<file path="config.mk">
export PLATFORM = sky130hd
export DESIGN_NAME = fg_bbox
export DESIGN_NICKNAME = d
export VERILOG_FILES = /design/src/rtl/fg_bbox.sv
export SDC_FILE = /design/constraint.sdc
export NUM_CORES = 1
export LEC_CHECK = 0
export BUFFER_PORTS_ARGS = -buffer_cell sky130_fd_sc_hd__buf_2
export CAP_MARGIN = 20
export CORE_UTILIZATION = 25
export CTS_BUF_LIST = sky130_fd_sc_hd__clkbuf_4
export CTS_CLUSTER_DIAMETER = 120
export DETAILED_ROUTE_END_ITERATION = 10
export GPL_TIMING_DRIVEN = 0
export PLACE_DENSITY_LB_ADDON = 0.3
export SLEW_MARGIN = 20
export SYNTH_ARGS = -nofsm -noshare
export SYNTH_HDL_FRONTEND = slang
export SYNTH_SLANG_ARGS = --single-unit
</file>
<file path="constraint.sdc">
create_clock -name sys_clk -period 3.21 [get_ports sys_clk]
set_input_delay 0.642 -clock sys_clk [delete_from_list [all_inputs] [get_ports sys_clk]]
set_output_delay 0.642 -clock sys_clk [all_outputs]
set_load 0.01 [all_outputs]
</file>
<file path="src/rtl/fg_bbox.sv">
// Foreground bounding-box extractor: two-stage pixel pipeline that reports the box,
// presence flag and (with FG_BBOX_COUNT_EN defined) foreground count once per frame.
module fg_bbox #(
    parameter int             P_W     = 12,
    parameter int             C_W     = 8,
    parameter int             FRAME_X = 640,
    parameter int             FRAME_Y = 480,
    parameter logic [C_W-1:0] BG_R    = '0,
    parameter logic [C_W-1:0] BG_G    = '0,
    parameter logic [C_W-1:0] BG_B    = '0,
    parameter logic [C_W+1:0] THRESH  = 32
) (
    input  logic             sys_clk,
    input  logic             sys_rst_n,
    input  logic             i_valid,
    input  logic [C_W-1:0]   i_R,
    input  logic [C_W-1:0]   i_G,
    input  logic [C_W-1:0]   i_B,
    output logic             o_done,
    output logic             o_found,
    output logic [P_W-1:0]   o_x_min,
    output logic [P_W-1:0]   o_x_max,
    output logic [P_W-1:0]   o_y_min,
    output logic [P_W-1:0]   o_y_max,
    output logic [2*P_W-1:0] o_fg_count,
    output logic             o_busy,
    output logic [1:0]       o_dbg_state
);

    localparam logic [P_W-1:0] LP_X_LAST = P_W'(FRAME_X - 1);
    localparam logic [P_W-1:0] LP_Y_LAST = P_W'(FRAME_Y - 1);

    localparam logic [1:0] S_IDLE   = 2'd0;
    localparam logic [1:0] S_ACCUM  = 2'd1;
    localparam logic [1:0] S_REPORT = 2'd2;

    logic [P_W-1:0] r_cnt_x;
    logic [P_W-1:0] r_cnt_y;
    logic           w_acc00;

    assign w_acc00 = i_valid && (r_cnt_x == '0) && (r_cnt_y == '0);

    always_ff @(posedge sys_clk or negedge sys_rst_n) begin
        if (!sys_rst_n) begin
            r_cnt_x <= '0;
            r_cnt_y <= '0;
        end else if (i_valid) begin
            if (r_cnt_x == LP_X_LAST) begin
                r_cnt_x <= '0;
                r_cnt_y <= (r_cnt_y == LP_Y_LAST) ? '0 : r_cnt_y + 1'b1;
            end else begin
                r_cnt_x <= r_cnt_x + 1'b1;
            end
        end
    end

    // Stage 1: per-channel absolute distance from the mask colour, summed without overflow.
    logic [C_W-1:0] w_dr;
    logic [C_W-1:0] w_dg;
    logic [C_W-1:0] w_db;
    logic [C_W+1:0] w_dist;

    always_comb begin
        w_dr   = (i_R >= BG_R) ? (i_R - BG_R) : (BG_R - i_R);
        w_dg   = (i_G >= BG_G) ? (i_G - BG_G) : (BG_G - i_G);
        w_db   = (i_B >= BG_B) ? (i_B - BG_B) : (BG_B - i_B);
        w_dist = {2'b00, w_dr} + {2'b00, w_dg} + {2'b00, w_db};
    end

    logic           r_s1_valid;
    logic [C_W+1:0] r_s1_dist;
    logic [P_W-1:0] r_s1_x;
    logic [P_W-1:0] r_s1_y;

    always_ff @(posedge sys_clk or negedge sys_rst_n) begin
        if (!sys_rst_n) begin
            r_s1_valid <= 1'b0;
            r_s1_dist  <= '0;
            r_s1_x     <= '0;
            r_s1_y     <= '0;
        end else begin
            r_s1_valid <= i_valid;
            if (i_valid) begin
                r_s1_dist <= w_dist;
                r_s1_x    <= r_cnt_x;
                r_s1_y    <= r_cnt_y;
            end
        end
    end

    // Stage 2: the first pixel folds into freshly initialised accumulators, so a new
    // frame can start the cycle right after the previous one finished.
    logic           w_s1_first;
    logic           w_s1_last;
    logic           w_s1_fg;
    logic           r_found;
    logic [P_W-1:0] r_x_min;
    logic [P_W-1:0] r_x_max;
    logic [P_W-1:0] r_y_min;
    logic [P_W-1:0] r_y_max;
    logic           w_b_found;
    logic [P_W-1:0] w_b_x_min;
    logic [P_W-1:0] w_b_x_max;
    logic [P_W-1:0] w_b_y_min;
    logic [P_W-1:0] w_b_y_max;
    logic           w_n_found;
    logic [P_W-1:0] w_n_x_min;
    logic [P_W-1:0] w_n_x_max;
    logic [P_W-1:0] w_n_y_min;
    logic [P_W-1:0] w_n_y_max;

    assign w_s1_first = r_s1_valid && (r_s1_x == '0) && (r_s1_y == '0);
    assign w_s1_last  = r_s1_valid && (r_s1_x == LP_X_LAST) && (r_s1_y == LP_Y_LAST);
    assign w_s1_fg    = r_s1_valid && (r_s1_dist > THRESH);

    always_comb begin
        w_b_found = w_s1_first ? 1'b0      : r_found;
        w_b_x_min = w_s1_first ? LP_X_LAST : r_x_min;
        w_b_x_max = w_s1_first ? '0        : r_x_max;
        w_b_y_min = w_s1_first ? LP_Y_LAST : r_y_min;
        w_b_y_max = w_s1_first ? '0        : r_y_max;
        w_n_found = w_b_found;
        w_n_x_min = w_b_x_min;
        w_n_x_max = w_b_x_max;
        w_n_y_min = w_b_y_min;
        w_n_y_max = w_b_y_max;
        if (w_s1_fg) begin
            w_n_found = 1'b1;
            if (r_s1_x < w_b_x_min) w_n_x_min = r_s1_x;
            if (r_s1_x > w_b_x_max) w_n_x_max = r_s1_x;
            if (r_s1_y < w_b_y_min) w_n_y_min = r_s1_y;
            if (r_s1_y > w_b_y_max) w_n_y_max = r_s1_y;
        end
    end

    logic           r_done;
    logic           r_o_found;
    logic [P_W-1:0] r_o_x_min;
    logic [P_W-1:0] r_o_x_max;
    logic [P_W-1:0] r_o_y_min;
    logic [P_W-1:0] r_o_y_max;

    always_ff @(posedge sys_clk or negedge sys_rst_n) begin
        if (!sys_rst_n) begin
            r_found   <= 1'b0;
            r_x_min   <= LP_X_LAST;
            r_x_max   <= '0;
            r_y_min   <= LP_Y_LAST;
            r_y_max   <= '0;
            r_done    <= 1'b0;
            r_o_found <= 1'b0;
            r_o_x_min <= '0;
            r_o_x_max <= '0;
            r_o_y_min <= '0;
            r_o_y_max <= '0;
        end else begin
            if (r_s1_valid) begin
                r_found <= w_n_found;
                r_x_min <= w_n_x_min;
                r_x_max <= w_n_x_max;
                r_y_min <= w_n_y_min;
                r_y_max <= w_n_y_max;
            end
            r_done <= w_s1_last;
            if (w_s1_last) begin
                r_o_found <= w_n_found;
                r_o_x_min <= w_n_found ? w_n_x_min : '0;
                r_o_x_max <= w_n_found ? w_n_x_max : '0;
                r_o_y_min <= w_n_found ? w_n_y_min : '0;
                r_o_y_max <= w_n_found ? w_n_y_max : '0;
            end
        end
    end

`ifdef FG_BBOX_COUNT_EN
    logic [2*P_W-1:0] r_fg_cnt;
    logic [2*P_W-1:0] r_fg_cnt_out;
    logic [2*P_W-1:0] w_b_cnt;
    logic [2*P_W-1:0] w_n_cnt;

    always_comb begin
        w_b_cnt = w_s1_first ? '0 : r_fg_cnt;
        w_n_cnt = w_b_cnt;
        if (w_s1_fg && (w_b_cnt != '1)) w_n_cnt = w_b_cnt + 1'b1;
    end

    always_ff @(posedge sys_clk or negedge sys_rst_n) begin
        if (!sys_rst_n) begin
            r_fg_cnt     <= '0;
            r_fg_cnt_out <= '0;
        end else begin
            if (r_s1_valid) r_fg_cnt <= w_n_cnt;
            if (w_s1_last) r_fg_cnt_out <= w_n_cnt;
        end
    end

    assign o_fg_count = r_fg_cnt_out;
`else
    assign o_fg_count = '0;
`endif

    // A frame whose first pixel lands while the previous one is still closing is
    // remembered in r_pend so IDLE re-enters ACCUM for it.
    logic [1:0] r_state;
    logic       r_pend;

    always_ff @(posedge sys_clk or negedge sys_rst_n) begin
        if (!sys_rst_n) begin
            r_state <= S_IDLE;
            r_pend  <= 1'b0;
        end else begin
            if (r_state == S_IDLE) r_pend <= 1'b0;
            else if (w_acc00)      r_pend <= 1'b1;
            case (r_state)
                S_IDLE:   if (w_acc00 || r_pend) r_state <= S_ACCUM;
                S_ACCUM:  if (w_s1_last) r_state <= S_REPORT;
                S_REPORT: r_state <= S_IDLE;
                default:  r_state <= S_IDLE;
            endcase
        end
    end

    assign o_done      = r_done;
    assign o_found     = r_o_found;
    assign o_x_min     = r_o_x_min;
    assign o_x_max     = r_o_x_max;
    assign o_y_min     = r_o_y_min;
    assign o_y_max     = r_o_y_max;
    assign o_busy      = (r_state != S_IDLE);
    assign o_dbg_state = r_state;

endmodule

</file>
==> run summary <==
The flow ran to the end, but the final reports show violations. The final reports fail on setup timing. The share of total power in the clock network came out at 19.3%. The cell-internal power is 0.00387 W. The adder and majority cell fraction of the synthesized area came out at 10.5%. The warning count from the yosys run is 0. The worst setup path is of the reg2reg kind. The via count is 6835. Together, buffers and inverters on the worst path number 2. The gate family responsible for the most delay along the worst path is simple AND/OR/NAND/NOR gates. Clock-pin slew was measured on the worst setup and hold paths at 0.16 ns. The fraction of synthesized cell area taken by the top area cell type is 42.5%. The power density over cell area is 562 nW/um2. The share of power burned in combinational logic is 39.9%. The slack of the worst reg-to-reg path is -0.15 ns. The top-level port count is 104. The global router's overall resource usage came out at 14.1%.

The worst setup timing slack at the placement stage is -0.948 ns. The number of hold violations in the final report is 0. The origin of the worst min-delay path is i_valid.

The time the worst path needs with I/O delays and setup is 3.36 ns. The critical path goes through nor4_4, nand4_1, nor2_4, buf_6, buf_12, nor2_4, ha_4, nand3_4, or3_4, a2111oi_4, or3_4, nor3_4, a221o_1. The final critical path takes up 105% of the cycle. The hold path endpoint is r_s1_valid. Summed over all nets, the switching power comes to 0.00240 W.

The die covers 34900 um2. The count of standard-cell rows came out at 67. The buffer depth of the longest clock path came out at 2. Synthesis produced 837 cells. The x dimension of the die is 187 um. The relative slew slack came out at 43.2%. The final worst-path setup slack came out at -0.149 ns. Of the cells placed in the final design, the portion with a size suffix greater than 1 is 34.8%. The worst path required time is 3.71 ns. The simple-gate share of the synthesized area is 15.7%.

The synthesized design contains 0 enable-type register cells. The final wirelength came out at 24100 um. Final hold analysis gives a worst-case slack of 0.213 ns. STA classifies the critical path endpoint as a flip-flop. The worst path arrival time is 3.86 ns.

The most common library cell in the layout ignoring fill and taps is sky130_fd_sc_hd__dfrtp_1. In the layout the commonest cells are 125 x sky130_fd_sc_hd__dfrtp_1, 82 x sky130_fd_sc_hd__buf_2, 78 x sky130_fd_sc_hd__nand2_1. At the end of routability-driven placement, the weighted congestion stood at 0.910.

Once the floorplan was initialized, standard cells occupied 25.4% of the core. The clock latency on the worst-skew pair is 0.60 ns. The portion of the post-synthesis area used by sequential elements came out at 47.4%. Multiplexer cells account for 2.20% of the synthesized area.

In this run the worst path has a maximum fanout of 8. The compound-cell area share of the yosys netlist came out at 15.8%. The detail-routed via count per cell is 4.66. The wire length of the first global-routing pass is 38600 um. After detailed routing, the average wire length per cell comes to 16.4 um. The number of antenna-violating nets in the routed design came out at 0. In the routed design, unresolved DRC markers number 0. The layout overhead on the synthesized area came out at 30.6%. The sum of overflow across all layers after global routing came out at 0. Clock tree synthesis selected as its root buffer the cell sky130_fd_sc_hd__clkbuf_4. The worst-case vdd ir drop is 0.000226 V. Before antenna repair, the detailed router went through 5 iterations. The largest family of logic cells by synthesized area is compound AO/OA/AOI/OAI gates. The worst register-to-register path ends at o_y_min[6].

The placeable core region is 33600 um2. Setup repair after global routing could not meet its margin everywhere. The worst-case reg-to-reg path depth came out at 13. The fraction of power consumed by sequential logic came out at 40.8%. The number of global-route vias before repair is 6766. The start of the worst register-to-register path is r_s1_y[9]. At the end of the flow, the number of nets in the layout was 1098.

The reported leakage power came out at 5.17 nW. The clock net in this run drives a total of 161 sinks. Summed over all nets, the half-perimeter wirelength after detailed placement is 17600 um. The maximum cell stage delay along the critical path is 0.46 ns. Counting tap cells, the placed design contains a total of 1388 instances. The H-tree was split into 4 levels. Across the routed clock network, the largest skew measured is 0.0324 ns. Sorting the synthesized cells by area gives the leading types as sky130_fd_sc_hd__dfrtp_1 42%, sky130_fd_sc_hd__ha_1 8.3%, sky130_fd_sc_hd__dfstp_2 4.9%. The share of synthesized flip-flops with an asynchronous set or reset is 100%. The count of cell types in the netlist came out at 67. sky130_fd_sc_hd__dfrtp_1 takes more of the synthesized area than any other cell. The measured slew at the worst slew-check pin came out at 0.853 ns. Each instance of the synthesized netlist takes up on average 10.2 um2.

The number of buffers added by the clock tree synthesis step came out at 17. The worst setup path is launched from a flip-flop. The filler-free cell count of the finished design is 1467.

The max capacitance violation total is 0. The cell area that synthesis handed to floorplanning was 8550 um2. The min-delay analysis places its worst path in the category in2reg. The number of antenna violations at the first check in global routing is 1. The number of port buffers came out at 79. The final count of negative-setup-slack endpoints came out at 36. Among all stages on the critical path, the largest delay is contributed by sky130_fd_sc_hd__dfrtp_2. Summing the areas of all xor and xnor instances in the mapped netlist gives 2.05% of the synthesized area. The number of pins exceeding their max-slew limit in the final report came to 0. The main flop type after synthesis is sky130_fd_sc_hd__dfrtp_1.

The timing-limited maximum frequency is 0.298 GHz. The worst hold path stage count came out at 1. The pin count of the biggest net entering global routing came out at 88.

The overall die height came out at 187 um. Once layout is done, the placed cells without fillers occupy 11200 um2. The share of total power consumed by net switching came out at 38.3%. The number of DRC markers after the initial detailed-route iteration is 350. The total cell area at the placement stage is 9660 um2. The TritonCTS clock tree is built. The register bit total from synthesis is 161. The total power is 0.00628 W.
layer usage:
metal  vias to the layer above  global-route usage (%)  part of all wire, %
li1                       3295                       -                    -
met1                      3370                    19.6                   48
met2                       144                    22.5                   47
met3                        26                    2.18                  3.5
met4                         0                    4.10                  1.4
met5                         -                       0                    0
worst max path at each step:
stage / start / to / slack [ns] / cells after the start
final: r_s1_y[9] / o_y_min[6] / -0.15 / 13
after global routing: r_s1_y[9] / o_y_min[7] / -0.22 / 13
after CTS: r_s1_y[3] / o_x_min[6] / -0.09 / 15
after detailed placement: r_s1_y[4] / o_y_min[6] / -0.95 / 13
after global placement: sys_rst_n / r_s1_dist[2] / -1.07 / 1
after floorplan: r_s1_y[7] / o_y_min[6] / 0.006 / 14
logic make-up after synthesis:
logic type                 after synthesis
xor gates and xnor gates                20
buffers and inverters                  111
AOI/OAI and AO/OA                      198
DFF                                    161
other                                    1
and+or+nand+nor                        262
muxes                                   18
adders and majority gates               66
power groups by stage:
stage	Sequential, W	Combinational [W]	Clock, W
2_1_floorplan	0.00248	0.00129	0
3_3_place_gp	0.00254	0.00169	0
3_5_place_dp	0.00255	0.00173	0
4_1_cts	0.00254	0.00197	0.00124
5_1_grt	0.00259	0.00275	0.00133
6_report	0.00256	0.00250	0.00121
metrics by stage:
step	util [%]	setup TNS [ns]
floorplan	-	0
global placement	28.6	-203.97
detailed placement	28.7	-51.56
CTS	31.3	-1.18
global route	33.2	-8.13
finish	33.2	-2.88
area by class of cell:
| class | count | area (um2) |
|---|---|---|
| Timing Repair Buffer | 127 | 862 |
| Fill cell | 3468 | 22500 |
| Sequential cell | 161 | 4070 |
| Inverter | 48 | 183 |
| Multi-Input combinational cell | 589 | 4740 |
| Antenna cell | 1 | 2.50 |
| Tap cell | 448 | 561 |
| Clock inverter | 15 | 139 |
| Clock buffer | 17 | 128 |
| Buffer | 61 | 469 |
cell usage after synthesis (3+ instances only):
cell / number
sky130_fd_sc_hd__nand4_1: 20
sky130_fd_sc_hd__dfstp_2: 16
sky130_fd_sc_hd__ha_1: 57
sky130_fd_sc_hd__buf_1: 6
sky130_fd_sc_hd__a211o_1: 3
sky130_fd_sc_hd__nand3_1: 41
sky130_fd_sc_hd__a31oi_1: 4
sky130_fd_sc_hd__nor4_1: 5
sky130_fd_sc_hd__nor3_1: 14
sky130_fd_sc_hd__and4_1: 3
sky130_fd_sc_hd__fa_1: 9
sky130_fd_sc_hd__o31ai_1: 10
sky130_fd_sc_hd__nand2b_1: 5
sky130_fd_sc_hd__nor2b_1: 4
sky130_fd_sc_hd__or3_1: 3
sky130_fd_sc_hd__xor2_1: 4
sky130_fd_sc_hd__nor4_2: 5
sky130_fd_sc_hd__and2_1: 7
sky130_fd_sc_hd__inv_1: 46
sky130_fd_sc_hd__o211ai_1: 8
sky130_fd_sc_hd__and3_1: 4
sky130_fd_sc_hd__buf_2: 9
sky130_fd_sc_hd__buf_6: 3
sky130_fd_sc_hd__dfrtp_1: 145
sky130_fd_sc_hd__a21oi_1: 31
sky130_fd_sc_hd__a21o_1: 20
sky130_fd_sc_hd__a221o_1: 8
sky130_fd_sc_hd__o41ai_1: 5
sky130_fd_sc_hd__mux2i_1: 12
sky130_fd_sc_hd__clkbuf_1: 20
sky130_fd_sc_hd__a22o_1: 11
sky130_fd_sc_hd__a211oi_1: 15
sky130_fd_sc_hd__mux2_2: 6
sky130_fd_sc_hd__nand2_1: 94
sky130_fd_sc_hd__xnor2_1: 16
sky130_fd_sc_hd__buf_4: 25
sky130_fd_sc_hd__nor2_1: 41
sky130_fd_sc_hd__o21ai_0: 63
what timing repair did:
action / CTS / global route
endpoints found under the hold margin: 1 / 0
pin swaps: 20 / 21
cloned: 1 / 1
buffers inserted: 26 / 19
hold buffers: 1 / 0
endpoints found under the setup margin: 96 / 94
resized for setup: 91 / 103
(Power assumes the default switching activity.)
